==> config.mk <==
export PLATFORM = sky130hd
export DESIGN_NAME = dds_key_ctrl_flat
export DESIGN_NICKNAME = d
export VERILOG_FILES = /design/src/rtl/dds_pkg.sv /design/src/rtl/dds_key_ctrl_if.sv /design/src/rtl/key_debounce.sv /design/src/rtl/dds_key_ctrl.sv /design/src/flat_wrapper.sv
export SDC_FILE = /design/constraint.sdc
export NUM_CORES = 1
export LEC_CHECK = 0
export BUFFER_PORTS_ARGS = -buffer_cell sky130_fd_sc_hd__buf_4
export CAP_MARGIN = 25
export CELL_PAD_IN_SITES_DETAIL_PLACEMENT = 1
export CELL_PAD_IN_SITES_GLOBAL_PLACEMENT = 2
export CORE_MARGIN = 2
export CORE_UTILIZATION = 35
export DETAILED_ROUTE_END_ITERATION = 8
export PLACE_DENSITY = 0.81
export SYNTH_ARGS = -nofsm -noshare
export SYNTH_HDL_FRONTEND = slang
export SYNTH_SLANG_ARGS = --single-unit
export TNS_END_PERCENT = 100
==> constraint.sdc <==
create_clock -name clk_125m -period 3.1 [get_ports clk_125m]
set_input_delay 0.465 -clock clk_125m [delete_from_list [all_inputs] [get_ports clk_125m]]
set_output_delay 0.465 -clock clk_125m [all_outputs]
set_load 0.03 [all_outputs]
==> src/rtl/dds_pkg.sv <==
// Shared definitions for the DDS operator-input path: waveform one-hot codes,
// phase-word width and the key debounce state encoding.
package dds_pkg;

    localparam int F_WORD_W = 32;

    localparam logic [3:0] WAVE_SINE   = 4'b0001;
    localparam logic [3:0] WAVE_SQUARE = 4'b0010;
    localparam logic [3:0] WAVE_TRI    = 4'b0100;
    localparam logic [3:0] WAVE_SAW    = 4'b1000;

    typedef enum logic [1:0] {
        IDLE         = 2'd0,
        PRESS_WAIT   = 2'd1,
        PRESSED      = 2'd2,
        RELEASE_WAIT = 2'd3
    } deb_state_e;

    // Any non-one-hot value recovers to sine on the next wave press.
    function automatic logic [3:0] wave_next(input logic [3:0] w);
        logic [3:0] nxt;
        case (w)
            WAVE_SINE:   nxt = WAVE_SQUARE;
            WAVE_SQUARE: nxt = WAVE_TRI;
            WAVE_TRI:    nxt = WAVE_SAW;
            WAVE_SAW:    nxt = WAVE_SINE;
            default:     nxt = WAVE_SINE;
        endcase
        return nxt;
    endfunction

endpackage

==> src/rtl/dds_key_ctrl_if.sv <==
// Key inputs and DDS configuration outputs of dds_key_ctrl; master is the
// key controller, slave is whoever drives the buttons and consumes the config.
interface dds_key_ctrl_if;
    import dds_pkg::*;

    logic                key_wave;
    logic                key_up;
    logic                key_dn;
    logic [3:0]          wave_sel;
    logic [F_WORD_W-1:0] f_word;
    logic                cfg_valid;

    modport master (
        input  key_wave,
        input  key_up,
        input  key_dn,
        output wave_sel,
        output f_word,
        output cfg_valid
    );

    modport slave (
        output key_wave,
        output key_up,
        output key_dn,
        input  wave_sel,
        input  f_word,
        input  cfg_valid
    );

endinterface

==> src/rtl/key_debounce.sv <==
// One active-low push-button: 2-flop synchronizer, stable-level counter and a
// four-state FSM that emits a single-cycle press pulse per accepted press.
module key_debounce
    import dds_pkg::*;
#(
    parameter int unsigned DEBOUNCE_CYCLES = 2_500_000
) (
    input  logic clk_125m,
    input  logic sys_rst_n,
    input  logic key_n,
    output logic press
);

    localparam int CNT_W = $clog2(DEBOUNCE_CYCLES) + 1;
    localparam logic [CNT_W-1:0] CNT_LAST = CNT_W'(DEBOUNCE_CYCLES - 1);

    logic             sync_p0;
    logic             sync_p1;
    deb_state_e       state_q;
    deb_state_e       state_d;
    logic [CNT_W-1:0] cnt_q;
    logic [CNT_W-1:0] cnt_d;
    logic             press_q;
    logic             press_d;

    // Synchronizer stage: idles at the released level so reset never looks like a press.
    always_ff @(posedge clk_125m or negedge sys_rst_n) begin
        if (!sys_rst_n) begin
            sync_p0 <= 1'b1;
            sync_p1 <= 1'b1;
        end else begin
            sync_p0 <= key_n;
            sync_p1 <= sync_p0;
        end
    end

    always_ff @(posedge clk_125m or negedge sys_rst_n) begin
        if (!sys_rst_n) begin
            state_q <= IDLE;
            cnt_q   <= '0;
            press_q <= 1'b0;
        end else begin
            state_q <= state_d;
            cnt_q   <= cnt_d;
            press_q <= press_d;
        end
    end

    always_comb begin
        state_d = state_q;
        cnt_d   = cnt_q;
        press_d = 1'b0;
        unique case (state_q)
            IDLE: begin
                if (!sync_p1) state_d = PRESS_WAIT;
            end
            PRESS_WAIT: begin
                if (sync_p1) begin
                    state_d = IDLE;
                end else if (cnt_q == CNT_LAST) begin
                    state_d = PRESSED;
                    press_d = 1'b1;
                end else begin
                    cnt_d = cnt_q + 1'b1;
                end
            end
            PRESSED: begin
                if (sync_p1) state_d = RELEASE_WAIT;
            end
            RELEASE_WAIT: begin
                if (!sync_p1) begin
                    state_d = PRESSED;
                end else if (cnt_q == CNT_LAST) begin
                    state_d = IDLE;
                end else begin
                    cnt_d = cnt_q + 1'b1;
                end
            end
            default: state_d = IDLE;
        endcase
        // Every window starts from zero, whichever way the state moved.
        if (state_d != state_q) cnt_d = '0;
    end

    assign press = press_q;

endmodule

==> src/rtl/dds_key_ctrl.sv <==
// Debounced operator keys -> one-hot wave select and DDS phase-increment word.
// Frequency keys and f_word adjust exist only when DDS_KEY_FREQ_ADJ_EN is defined.
module dds_key_ctrl
    import dds_pkg::*;
#(
    parameter int unsigned DEBOUNCE_CYCLES = 2_500_000,
    parameter int unsigned F_WORD_INIT     = 50,
    parameter int unsigned F_WORD_STEP     = 10,
    parameter int unsigned F_WORD_MIN      = 10,
    parameter int unsigned F_WORD_MAX      = 1000
) (
    input  logic            clk_125m,
    input  logic            sys_rst_n,
    dds_key_ctrl_if.master  ctrl
);

    localparam int FX_W = F_WORD_W + 1;
    localparam logic [F_WORD_W-1:0] F_INIT_W = F_WORD_W'(F_WORD_INIT);
    localparam logic [FX_W-1:0]     STEP_X   = FX_W'(F_WORD_STEP);
    localparam logic [FX_W-1:0]     MIN_X    = FX_W'(F_WORD_MIN);
    localparam logic [FX_W-1:0]     MAX_X    = FX_W'(F_WORD_MAX);

    logic                press_wave_p0;
    logic [3:0]          wave_d;
    logic [3:0]          wave_p1;
    logic [F_WORD_W-1:0] f_word_d;
    logic [F_WORD_W-1:0] f_word_p1;
    logic                vld_p1;

    key_debounce #(.DEBOUNCE_CYCLES(DEBOUNCE_CYCLES)) u_deb_wave (
        .clk_125m  (clk_125m),
        .sys_rst_n (sys_rst_n),
        .key_n     (ctrl.key_wave),
        .press     (press_wave_p0)
    );

    always_comb begin
        wave_d = wave_p1;
        if (press_wave_p0) wave_d = wave_next(wave_p1);
    end

`ifdef DDS_KEY_FREQ_ADJ_EN
    logic press_up_p0;
    logic press_dn_p0;

    key_debounce #(.DEBOUNCE_CYCLES(DEBOUNCE_CYCLES)) u_deb_up (
        .clk_125m  (clk_125m),
        .sys_rst_n (sys_rst_n),
        .key_n     (ctrl.key_up),
        .press     (press_up_p0)
    );

    key_debounce #(.DEBOUNCE_CYCLES(DEBOUNCE_CYCLES)) u_deb_dn (
        .clk_125m  (clk_125m),
        .sys_rst_n (sys_rst_n),
        .key_n     (ctrl.key_dn),
        .press     (press_dn_p0)
    );

    // Sum carried in one extra bit so a large word cannot wrap past the ceiling.
    function automatic logic [F_WORD_W-1:0] sat_up(input logic [F_WORD_W-1:0] f);
        logic [FX_W-1:0] sum;
        sum = {1'b0, f} + STEP_X;
        if (sum > MAX_X) return MAX_X[F_WORD_W-1:0];
        return sum[F_WORD_W-1:0];
    endfunction

    // Bound checked before subtracting, so the word never underflows.
    function automatic logic [F_WORD_W-1:0] sat_dn(input logic [F_WORD_W-1:0] f);
        if ({1'b0, f} >= (MIN_X + STEP_X)) return f - STEP_X[F_WORD_W-1:0];
        return MIN_X[F_WORD_W-1:0];
    endfunction

    always_comb begin
        f_word_d = f_word_p1;
        if (press_up_p0 && !press_dn_p0) begin
            f_word_d = sat_up(f_word_p1);
        end else if (press_dn_p0 && !press_up_p0) begin
            f_word_d = sat_dn(f_word_p1);
        end
    end

    always_ff @(posedge clk_125m or negedge sys_rst_n) begin
        if (!sys_rst_n) f_word_p1 <= F_INIT_W;
        else            f_word_p1 <= f_word_d;
    end
`else
    logic unused_keys;

    assign unused_keys = ^{ctrl.key_up, ctrl.key_dn, STEP_X, MIN_X, MAX_X};
    assign f_word_d    = F_INIT_W;
    assign f_word_p1   = F_INIT_W;
`endif

    // Output stage: cfg_valid rises with the first cycle of any new value.
    always_ff @(posedge clk_125m or negedge sys_rst_n) begin
        if (!sys_rst_n) begin
            wave_p1 <= WAVE_SINE;
            vld_p1  <= 1'b0;
        end else begin
            wave_p1 <= wave_d;
            vld_p1  <= (wave_d != wave_p1) || (f_word_d != f_word_p1);
        end
    end

    assign ctrl.wave_sel  = wave_p1;
    assign ctrl.f_word    = f_word_p1;
    assign ctrl.cfg_valid = vld_p1;

endmodule

==> src/flat_wrapper.sv <==
// flat-port wrapper written by rule: the top's interface ports become plain ports
module dds_key_ctrl_flat import dds_pkg::*;
#(
    parameter int unsigned DEBOUNCE_CYCLES = 2_500_000,
    parameter int unsigned F_WORD_INIT     = 50,
    parameter int unsigned F_WORD_STEP     = 10,
    parameter int unsigned F_WORD_MIN      = 10,
    parameter int unsigned F_WORD_MAX      = 1000
)
  (clk_125m, sys_rst_n, ctrl_key_wave, ctrl_key_up, ctrl_key_dn, ctrl_wave_sel, ctrl_f_word, ctrl_cfg_valid);
  dds_key_ctrl_if ctrl_i ();
  input  logic clk_125m;
  input  logic sys_rst_n;
  input wire logic [$bits(ctrl_i.key_wave)-1:0] ctrl_key_wave;
  input wire logic [$bits(ctrl_i.key_up)-1:0] ctrl_key_up;
  input wire logic [$bits(ctrl_i.key_dn)-1:0] ctrl_key_dn;
  output wire logic [$bits(ctrl_i.wave_sel)-1:0] ctrl_wave_sel;
  output wire logic [$bits(ctrl_i.f_word)-1:0] ctrl_f_word;
  output wire logic [$bits(ctrl_i.cfg_valid)-1:0] ctrl_cfg_valid;
  assign ctrl_i.key_wave = ctrl_key_wave;
  assign ctrl_i.key_up = ctrl_key_up;
  assign ctrl_i.key_dn = ctrl_key_dn;
  assign ctrl_wave_sel = ctrl_i.wave_sel;
  assign ctrl_f_word = ctrl_i.f_word;
  assign ctrl_cfg_valid = ctrl_i.cfg_valid;
  dds_key_ctrl #(.DEBOUNCE_CYCLES(DEBOUNCE_CYCLES), .F_WORD_INIT(F_WORD_INIT), .F_WORD_STEP(F_WORD_STEP), .F_WORD_MIN(F_WORD_MIN), .F_WORD_MAX(F_WORD_MAX)) u_core (.clk_125m(clk_125m), .sys_rst_n(sys_rst_n), .ctrl(ctrl_i));
endmodule
==> results of run 1 <==
-- critical path, cell delays in order, from the launching register on --
cell and delay [ps]:
dfrtp_1 460, or4b_1 580, or3_4 350, o21ai_2 480, o21ai_2 110, a22o_1 240
-- flip-flops by register name (all words and copies together), names as in the netlist --
signal,count
u_core.ctrl.wave_sel,4
u_core.u_deb_wave.cnt_q,23
u_core.u_deb_wave.press,1
u_core.u_deb_wave.sync_p1,1
u_core.ctrl.cfg_valid,1
u_core.u_deb_wave.sync_p0,1
u_core.u_deb_wave.state_q,2
-- cell usage after synthesis (all sizes together) (2+ instances only) --
library cell	number	area [sq um]
and2	4	25.03
conb	2	7.510
o22ai	2	12.51
or2	2	12.51
nand3	11	55.05
a31oi	2	12.51
nand2	13	48.80
nand4	9	56.30
a22o	2	17.52
nor2	14	60.06
nand2b	3	18.77
nor3	9	45.04
xnor2	7	61.31
nor4b	2	17.52
or4b	3	30.03
or3	7	50.05
buf	34	256.5
clkbuf	7	26.28
a22oi	3	22.52
dfstp	3	78.83
o21ai	22	117.6
dfrtp	30	750.7
inv	8	30.03
a21oi	8	40.04
and4	4	36.29
nor4	5	31.28
xor2	2	17.52
-- where the power goes --
group,switching [mW],internal (mW)
Clock,0.184,0.241
Combinational,0.0801,0.0105
Sequential,0.00436,0.435
Total,0.268,0.687
-- path summary, 6_finish.rpt --
path	startpoint	endpoint	cells past startpoint
setup / recovery	u_core.u_deb_wave.cnt_q[6]	u_core.u_deb_wave.cnt_q[9]	5
hold / removal	sys_rst_n	u_core.ctrl.wave_sel[1]	1
setup reg to reg	u_core.u_deb_wave.cnt_q[6]	u_core.u_deb_wave.cnt_q[9]	5
hold reg to reg	u_core.u_deb_wave.sync_p0	u_core.u_deb_wave.sync_p1	0
max in group asynchronous	sys_rst_n	u_core.u_deb_wave.sync_p0	1
min in group clk_125m	ctrl_key_wave	u_core.u_deb_wave.sync_p0	1
-- per-layer routing --
layer | global-route usage, % | vias up | wire, microns | part of all wire (%)
li1 | - | 756 | - | -
met1 | 20.81 | 778 | 2278 | 48
met2 | 24.83 | 34 | 2140 | 45
met3 | 4.045 | 10 | 173 | 3.7
met4 | 5.932 | 0 | 113 | 2.4
met5 | 0 | - | 0 | 0
-- cell families after synthesis --
| group | synth area share, % |
|---|---|
| AND/OR/NAND/NOR | 26.08 |
| buffers and inverters | 15.38 |
| AO/OA/AOI/OAI | 12.92 |
| flip-flops | 40.78 |
| XOR/XNOR | 3.875 |
| other | 0.3691 |
| adder cells (fa/ha/maj) | 0.6149 |
-- area by class of cell --
class	count	area [sq um]	share of cell area, %
Multi-Input combinational cell	177	1005	47.18
Sequential cell	33	829.5	38.95
Tap cell	72	90.09	4.230
Clock buffer	5	68.82	3.231
Timing Repair Buffer	8	60.06	2.820
Clock inverter	3	46.29	2.174
Inverter	8	30.03	1.410
-- per-stage QoR --
stage / worst slack (ps) / area, sq um / total power [mW]
after floorplan: 1149 / 2147 / 0.5510
after global placement: 816.6 / 2014 / 0.5376
after detailed placement: 794.5 / 2014 / 0.5388
after CTS: 762.4 / 2130 / 0.9640
after global routing: 669.8 / 2130 / 0.9923
final: 752.6 / 2130 / 0.9546
==> impl_metrics.ini, run 1 <==
[die]
start_util_pct = 36.50
die_y_microns = 80.24
design.core.area_sq_mm = 0.005574
die_x_microns = 80.24
rows = 27
io_pins = 42
dieArea_sq_mm = 0.006438

[final_layout]
finalNetCount = 239
final_core_util_pct = 38.20
antenna_cells = 0
final_cell_mix = conb_1 (32), dfrtp_1 (30), o21ai_0 (20)
mostFrequentLayoutCell = conb_1
fin_cells = 306
syn2layout_area_growth_pct = 4.674
drive_above_1_share_pct = 12.39
fill_cells = 686

[clock_tree]
clkTransAtPathRegs_ps = 80
holdBufCountCts = 0
cts_tree = done
clockRootBuffer = clkbuf_8
post-cts-setup-buffer-count = 0
cts_buffers = 5
post_cts_resized = 0
numClockSinks = 33
clk_latency_ps = 300
clk_path_buf_depth = 2
cts_htree_levels = 2

[logic_synthesis]
synth_area_per_cell_sq_um = 8.884
seq_area_frac_synth_pct = 40.77
ys_warn_count = 0
synth_cells = 229
async_flop_share_pct = 100.0
netlist_area_sq_mm = 0.002034
synth-edff-count = 0
netlist-cell-type-count = 47
synth-main-ff-cell = dfrtp_1
synth-seq-cells = 33

[placement]
dp_hpwl_microns = 3321
numPortBuffers = 7
place_congestion = 0.7776
placed_cells = 298

[timing]
finalSetupViolCount = 0
skew_ps = 10.28
hold_viol_final = 0
worst_pin_slew_ps = 560.2
hold_slack_ps = 103.4
max_slew_margin_pct = 62.65
report.final.slew_viol_count = 0
rsz0062_at_grt = false
period_needed_ps = 2347
setup_tns_ps = 0
timing.final.crit_share_pct = 75.72
fmaxAchievable_ghz = 0.4260

[routing]
drtIter0Drc = 72
routedWlPerCell_microns = 15.38
dr_total_vias = 1578
antenna_left = 0
via_per_inst = 5.157
firstDrtPassIters = 4
route.detailed.drc = 0
finalWirelength_microns = 4707

[power_and_ir_drop]
power_leakage_nw = 0.8383
p_per_area_mw_per_mm2 = 448.3
peakVddDrop_uv = 168.9

[global_routing]
grt_pass1_wl_microns = 7783
grt_max_degree = 34
overflow = 0
antenna_found_initial = 0
grt_usage_pct = 15.80
grt_pass1_vias = 1516

[outcome]
outcome = complete, no violations

[hold_path]
hold_path.class = input pin to asynchronous set/reset pin

[critical_path]
critPathMaxFanout = 11
setup.worst_path.start_class = register
reg2reg_slack_ps = 750
worst_setup_path_end_kind = register
required_ps = 3280
cp.arrival_ps = 2530
path_class = register to register

[job]
drv_cap = 0
No activity file was read; power rests on OpenSTA's default activity.
==> inputs of run 2 (changes only) <==
--- a/config.mk
+++ b/config.mk
@@ -10,9 +10,9 @@
 export CELL_PAD_IN_SITES_DETAIL_PLACEMENT = 1
 export CELL_PAD_IN_SITES_GLOBAL_PLACEMENT = 2
 export CORE_MARGIN = 2
-export CORE_UTILIZATION = 35
+export CORE_UTILIZATION = 29
 export DETAILED_ROUTE_END_ITERATION = 8
-export PLACE_DENSITY = 0.81
+export PLACE_DENSITY = 0.72
 export SYNTH_ARGS = -nofsm -noshare
 export SYNTH_HDL_FRONTEND = slang
 export SYNTH_SLANG_ARGS = --single-unit
==> constraint.sdc (replaced) <==
create_clock -name clk_125m -period 1.9 [get_ports clk_125m]
set_input_delay 0.285 -clock clk_125m [delete_from_list [all_inputs] [get_ports clk_125m]]
set_output_delay 0.285 -clock clk_125m [all_outputs]
set_load 0.03 [all_outputs]
==> run 2 against run 1 <==
Against the previous run: the flow now finishes with violations (negative setup slack); power increased by 51%; critical path type unchanged; non-clock buffer count increased by 32; combinational power increased by 87%; die area increased by 20%; register-to-register slack got worse by 850 ps; clock skew decreased by 6.2 ps; routed wire length increased by 7.9%.
==> impl_metrics.ini, run 2 (synthesis results as in run 1) <==
[outcome]
outcome = finished, violations left
violations = negative setup slack

[global_routing]
grt_usage_pct = 14.50
grt_max_degree = 34
grt_pass1_wl_microns = 8583
grt_pass1_vias = 1681
use_met3_pct = 3.110
grt.busiest_layer = met2
grt_use_met1_pct = 20.42
overflow = 0
antenna_found_initial = 0
grtUsageMet2_pct = 22.31

[final_layout]
seqCellArea_sq_um = 830.8
finalNetCount = 271
fill_cells = 804
antenna_cells = 0
mostFrequentLayoutCell = buf_4
final_cell_mix = buf_4 (37), conb_1 (32), dfrtp_1 (29)
multiInputGateArea_sq_mm = 0.001049
stdcell_area_sq_mm = 0.002430
drive_above_1_share_pct = 24.81
final_core_util_pct = 35.76
syn2layout_area_growth_pct = 19.43
largest_reg_flops = 23
fin_cells = 362
largest_register = u_core.u_deb_wave.cnt_q

[timing]
worst_pin_slew_ps = 546.2
skew_ps = 4.040
report.final.slew_viol_count = 0
timing.final.crit_share_pct = 105.4
finalWorstSetupSlack_ps = -102.1
period_needed_ps = 2002
fmaxAchievable_ghz = 0.4995
finalSetupViolCount = 15
hold_viol_final = 0
rsz0062_at_grt = true
hold_slack_ps = 106.0
max_slew_margin_pct = 63.20

[critical_path]
cp.arrival_ps = 2180
crit_start = u_core.u_deb_wave.cnt_q[19]
endpoint = u_core.u_deb_wave.cnt_q[9]
r2r-end = u_core.u_deb_wave.cnt_q[9]
critPathMaxFanout = 8
crit_chain = or4b_4, or3_4, o21ai_4, buf_6, o21ai_2, a22o_1
path_class = register to register
worst_setup_path_end_kind = register
max_stage_delay_ps = 540
setup.worst_path.start_class = register
worst_path_max_delay_cell = or4b_4
reg2reg_depth = 6
required_ps = 2080
reg2reg_slack_ps = -100
r2r_start = u_core.u_deb_wave.cnt_q[19]

[power_and_ir_drop]
peakVddDrop_uv = 204.0
p_per_area_mw_per_mm2 = 592.0
p_int_mw = 1.040
p_switching_mw = 0.3984
combPwrFrac_pct = 11.8
clockPowerShare_pct = 38.3
power_leakage_nw = 1.004
pwr-share-seq_pct = 49.8
switching_share_pct = 27.70

[die]
start_util_pct = 29.94
die_x_microns = 87.76
io_pins = 42
dieArea_sq_mm = 0.007701
die_y_microns = 87.76
design.core.area_sq_mm = 0.006794
rows = 30

[routing]
route.detailed.drc = 0
dr_total_vias = 1702
routedWlPerCell_microns = 14.04
drtIter0Drc = 59
finalWirelength_microns = 5081
via_per_inst = 4.702
antenna_left = 0
firstDrtPassIters = 4

[hold_path]
min_from = ctrl_key_wave
hold_path.class = input pin to register

[placement]
dp_hpwl_microns = 3771
dp_slack_ps = -174.0
placed_cells = 350
place_congestion = 0.7843
place_area_sq_mm = 0.002255
numPortBuffers = 7

[clock_tree]
cts_htree_levels = 2
clk_latency_ps = 280
clkTransAtPathRegs_ps = 70
numClockSinks = 33
clk_path_buf_depth = 2
cts_buffers = 5
cts_tree = done
clockRootBuffer = clkbuf_8

[job]
drv_cap = 0
==> run 2: cell types whose count changed in the layout (fill, tap and decap cells not counted), moves of 2 or more <==
cell / delta
buf_6: +2
clkbuf_1: +2
o21ai_0: -3
o21ai_1: +3
or4b_4: +2
buf_4: +29
==> run 2: critical path: cells and delay by family (launching register included) <==
kind / cells / cell delay, ps
AND/OR/NAND/NOR: 2 / 910
AO/OA/AOI/OAI: 3 / 430
flip-flops: 1 / 390
buffers and inverters: 1 / 150
==> run 2: worst min path at each step <==
stage	end	slack, ps	cells past startpoint
floorplan	u_core.ctrl.cfg_valid	-10	0
global placement	u_core.u_deb_wave.cnt_q[14]	270	1
detailed placement	u_core.u_deb_wave.cnt_q[14]	270	1
CTS	u_core.u_deb_wave.sync_p0	100	1
global route	u_core.u_deb_wave.sync_p0	100	1
finish	u_core.u_deb_wave.sync_p0	110	1
==> run 2: final cells by class <==
cell class                 count  area share (%)
sequential                    33           34.19
tap                           96           4.943
clock buffer                   8           3.708
multi-input combinational    177           43.15
inverter                       8           1.236
timing repair buffer          40           12.77
==> run 2: what timing repair did <==
item	4_1_cts	5_1_grt
gates resized for setup	7	9
endpoints found under the hold margin	30	0
pin swaps	2	4
buffers inserted	2	1
endpoints found under the setup margin	18	21
hold buffers	1	0
==> run 2: per-layer routing <==
layer	part of all wire [%]	routed length (microns)	up-vias
met2	46	2342	41
met3	4.6	234	5
met5	0	0	-
met1	48	2449	838
li1	-	-	818
met4	1.1	55	0
==> run 2: power by group through the flow <==
stage / registers [mW] / logic, mW / clock network, mW
3_3_place_gp: 0.729 / 0.160 / 0
5_1_grt: 0.717 / 0.185 / 0.602
3_5_place_dp: 0.729 / 0.161 / 0
6_report: 0.717 / 0.170 / 0.551
4_1_cts: 0.717 / 0.166 / 0.572
2_1_floorplan: 0.728 / 0.173 / 0
==> run 2: stage by stage <==
| step | setup TNS, ps | power [mW] |
|---|---|---|
| after floorplan | -14.78 | 0.9006 |
| after global placement | -1971 | 0.8892 |
| after detailed placement | -2214 | 0.8904 |
| after CTS | -1058 | 1.455 |
| after global routing | -1427 | 1.505 |
| final | -674.2 | 1.438 |
==> inputs of run 3 (changes only) <==
--- a/config.mk
+++ b/config.mk
@@ -10,9 +10,9 @@
 export CELL_PAD_IN_SITES_DETAIL_PLACEMENT = 1
 export CELL_PAD_IN_SITES_GLOBAL_PLACEMENT = 2
 export CORE_MARGIN = 2
-export CORE_UTILIZATION = 29
+export CORE_UTILIZATION = 33
 export DETAILED_ROUTE_END_ITERATION = 8
-export PLACE_DENSITY = 0.72
+export PLACE_DENSITY = 0.77
 export SYNTH_ARGS = -nofsm -noshare
 export SYNTH_HDL_FRONTEND = slang
 export SYNTH_SLANG_ARGS = --single-unit
==> constraint.sdc (replaced) <==
create_clock -name clk_125m -period 2.05 [get_ports clk_125m]
set_input_delay 0.3075 -clock clk_125m [delete_from_list [all_inputs] [get_ports clk_125m]]
set_output_delay 0.3075 -clock clk_125m [all_outputs]
set_load 0.03 [all_outputs]
==> run 3 against run 2 <==
Against the previous run: the flow now finishes without violations; die area decreased by 12%; global-route usage is 1.6 points higher; register-to-register slack better by 160 ps; sequential power down 7.4%; clock skew up 1.2 ps; clock power up 11%; non-clock buffer count shrank 11; flip-flop and latch count did not move; worst setup slack better by 160 ps; design area down 4.3%; highest routed layer unchanged.
==> impl_metrics.ini, run 3 (synthesis results as in run 1) <==
[outcome]
outcome = complete, no violations

[clock_tree]
cts_tree = done
clk_latency_ps = 290
clk_path_buf_depth = 2
numClockSinks = 33
clockRootBuffer = clkbuf_8
cts_buffers = 5
clkTransAtPathRegs_ps = 70
cts_htree_levels = 2

[timing]
rsz0062_at_grt = true
finalWorstSetupSlack_ps = 62.78
hold_viol_final = 0
skew_ps = 5.244
period_needed_ps = 1987
fmaxAchievable_ghz = 0.5032
setup_tns_ps = 0
report.final.slew_viol_count = 0
timing.final.crit_share_pct = 96.94
finalSetupViolCount = 0

[hold_path]
hold_path.class = input pin to register

[critical_path]
r2r_start = u_core.u_deb_wave.cnt_q[6]
cp_top_family = simple AND/OR/NAND/NOR gates
crit_start = u_core.u_deb_wave.cnt_q[6]
r2r-end = u_core.u_deb_wave.cnt_q[9]
endpoint = u_core.u_deb_wave.cnt_q[9]
worst-path-buf-inv = 1
crit_chain = or4b_4, or3_4, o21ai_4, buf_6, o21ai_2, a22o_1
required_ps = 2230
worst_path_max_delay_cell = or4b_4
reg2reg_slack_ps = 60
setup.worst_path.start_class = register
reg2reg_depth = 6
critPathMaxFanout = 7
worst_setup_path_end_kind = register
crit_cells = 6
cp.arrival_ps = 2170
path_class = register to register
max_stage_delay_ps = 550

[routing]
route.detailed.drc = 0
routedWlPerCell_microns = 15.21
dr_total_vias = 1644
via_per_inst = 4.982
firstDrtPassIters = 4
drtIter0Drc = 56
antenna_left = 0
finalWirelength_microns = 5018

[global_routing]
grt_pass1_wl_microns = 8211
grt_max_degree = 34
grt_usage_pct = 16.11
grt_pass1_vias = 1667
overflow = 0
antenna_found_initial = 0

[power_and_ir_drop]
p_switching_mw = 0.3787
peakVddDrop_uv = 249.7
p_per_area_mw_per_mm2 = 613.3
p_int_mw = 1.048
p_total_mw = 1.426
clockPowerShare_pct = 42.7
pwr-share-seq_pct = 46.5
power_leakage_nw = 0.9570
combPwrFrac_pct = 10.8
switching_share_pct = 26.55

[final_layout]
mostFrequentLayoutCell = conb_1
finalNetCount = 260
syn2layout_area_growth_pct = 14.33
largest_register = u_core.u_deb_wave.cnt_q
largest_reg_flops = 23
final_cell_mix = conb_1 (32), dfrtp_1 (30), buf_4 (27)
stdcell_area_sq_mm = 0.002326
drive_above_1_share_pct = 20.78
fin_cells = 330
antenna_cells = 0

[die]
io_pins = 42
rows = 28
design.core.area_sq_mm = 0.005956
die_y_microns = 82.52
dieArea_sq_mm = 0.006809
die_x_microns = 82.52
start_util_pct = 34.16

[placement]
place_area_sq_mm = 0.002161
dp_hpwl_microns = 3619
dp_slack_ps = -0.1936
numPortBuffers = 7
place_congestion = 0.7829
placed_cells = 320

[job]
drv_cap = 0
run 3: layout make-up:
class | count | area, sq um
flip-flops and latches | 33 | 829.5
clock buffers | 6 | 72.57
inverters | 8 | 30.03
multi-input cells | 177 | 1041
fillers | 718 | 3630
clock inverters | 2 | 35.03
well taps | 75 | 93.84
repair buffers | 29 | 224.0
run 3: how the worst min path moves through the flow:
| stage | start | endpoint | slack, ps | cells after the start |
|---|---|---|---|---|
| global route | ctrl_key_wave | u_core.u_deb_wave.sync_p0 | 100 | 1 |
| finish | ctrl_key_wave | u_core.u_deb_wave.sync_p0 | 120 | 1 |
| floorplan | sys_rst_n | u_core.ctrl.cfg_valid | 10 | 0 |
| detailed placement | sys_rst_n | u_core.ctrl.wave_sel[1] | 290 | 1 |
| global placement | sys_rst_n | u_core.ctrl.wave_sel[1] | 280 | 1 |
| CTS | ctrl_key_wave | u_core.u_deb_wave.sync_p0 | 120 | 1 |
run 3: what timing repair did:
item                                   CTS  global route
gates resized for setup                  1             7
hold buffers                             1             0
buffers inserted                         0             1
pin swaps                                0             2
setup endpoints to repair                9            15
endpoints found under the hold margin   30             0
run 3: worst reg2reg max path, delay by kind of cell, from the launching register on:
| kind | cells | cell delay (ps) |
|---|---|---|
| buffers and inverters | 1 | 150 |
| AND/OR/NAND/NOR | 2 | 920 |
| flip-flops | 1 | 380 |
| AO/OA/AOI/OAI | 3 | 420 |
run 3: power groups by stage:
stage / sequential, mW / clock, mW / combinational (mW)
4_1_cts: 0.664 / 0.631 / 0.151
3_3_place_gp: 0.676 / 0 / 0.148
5_1_grt: 0.665 / 0.661 / 0.168
3_5_place_dp: 0.676 / 0 / 0.149
2_1_floorplan: 0.675 / 0 / 0.159
6_report: 0.664 / 0.609 / 0.154
run 3: per-layer routing:
| metal | GRT usage [%] | part of all wire, % | routed length, microns |
|---|---|---|---|
| met5 | 0 | 0 | 0 |
| met4 | 4.590 | 1.9 | 95 |
| met3 | 3.804 | 3.4 | 169 |
| met2 | 27.50 | 49 | 2440 |
| met1 | 20.27 | 46 | 2314 |
run 3: per-stage QoR:
stage / utilization [%] / hold WS, ps
CTS: 38.28 / 115.7
finish: 39.05 / 122.6
detailed placement: 36.28 / 289.1
global route: 39.05 / 104.3
global placement: 36.28 / 284.1
floorplan: - / 11.91
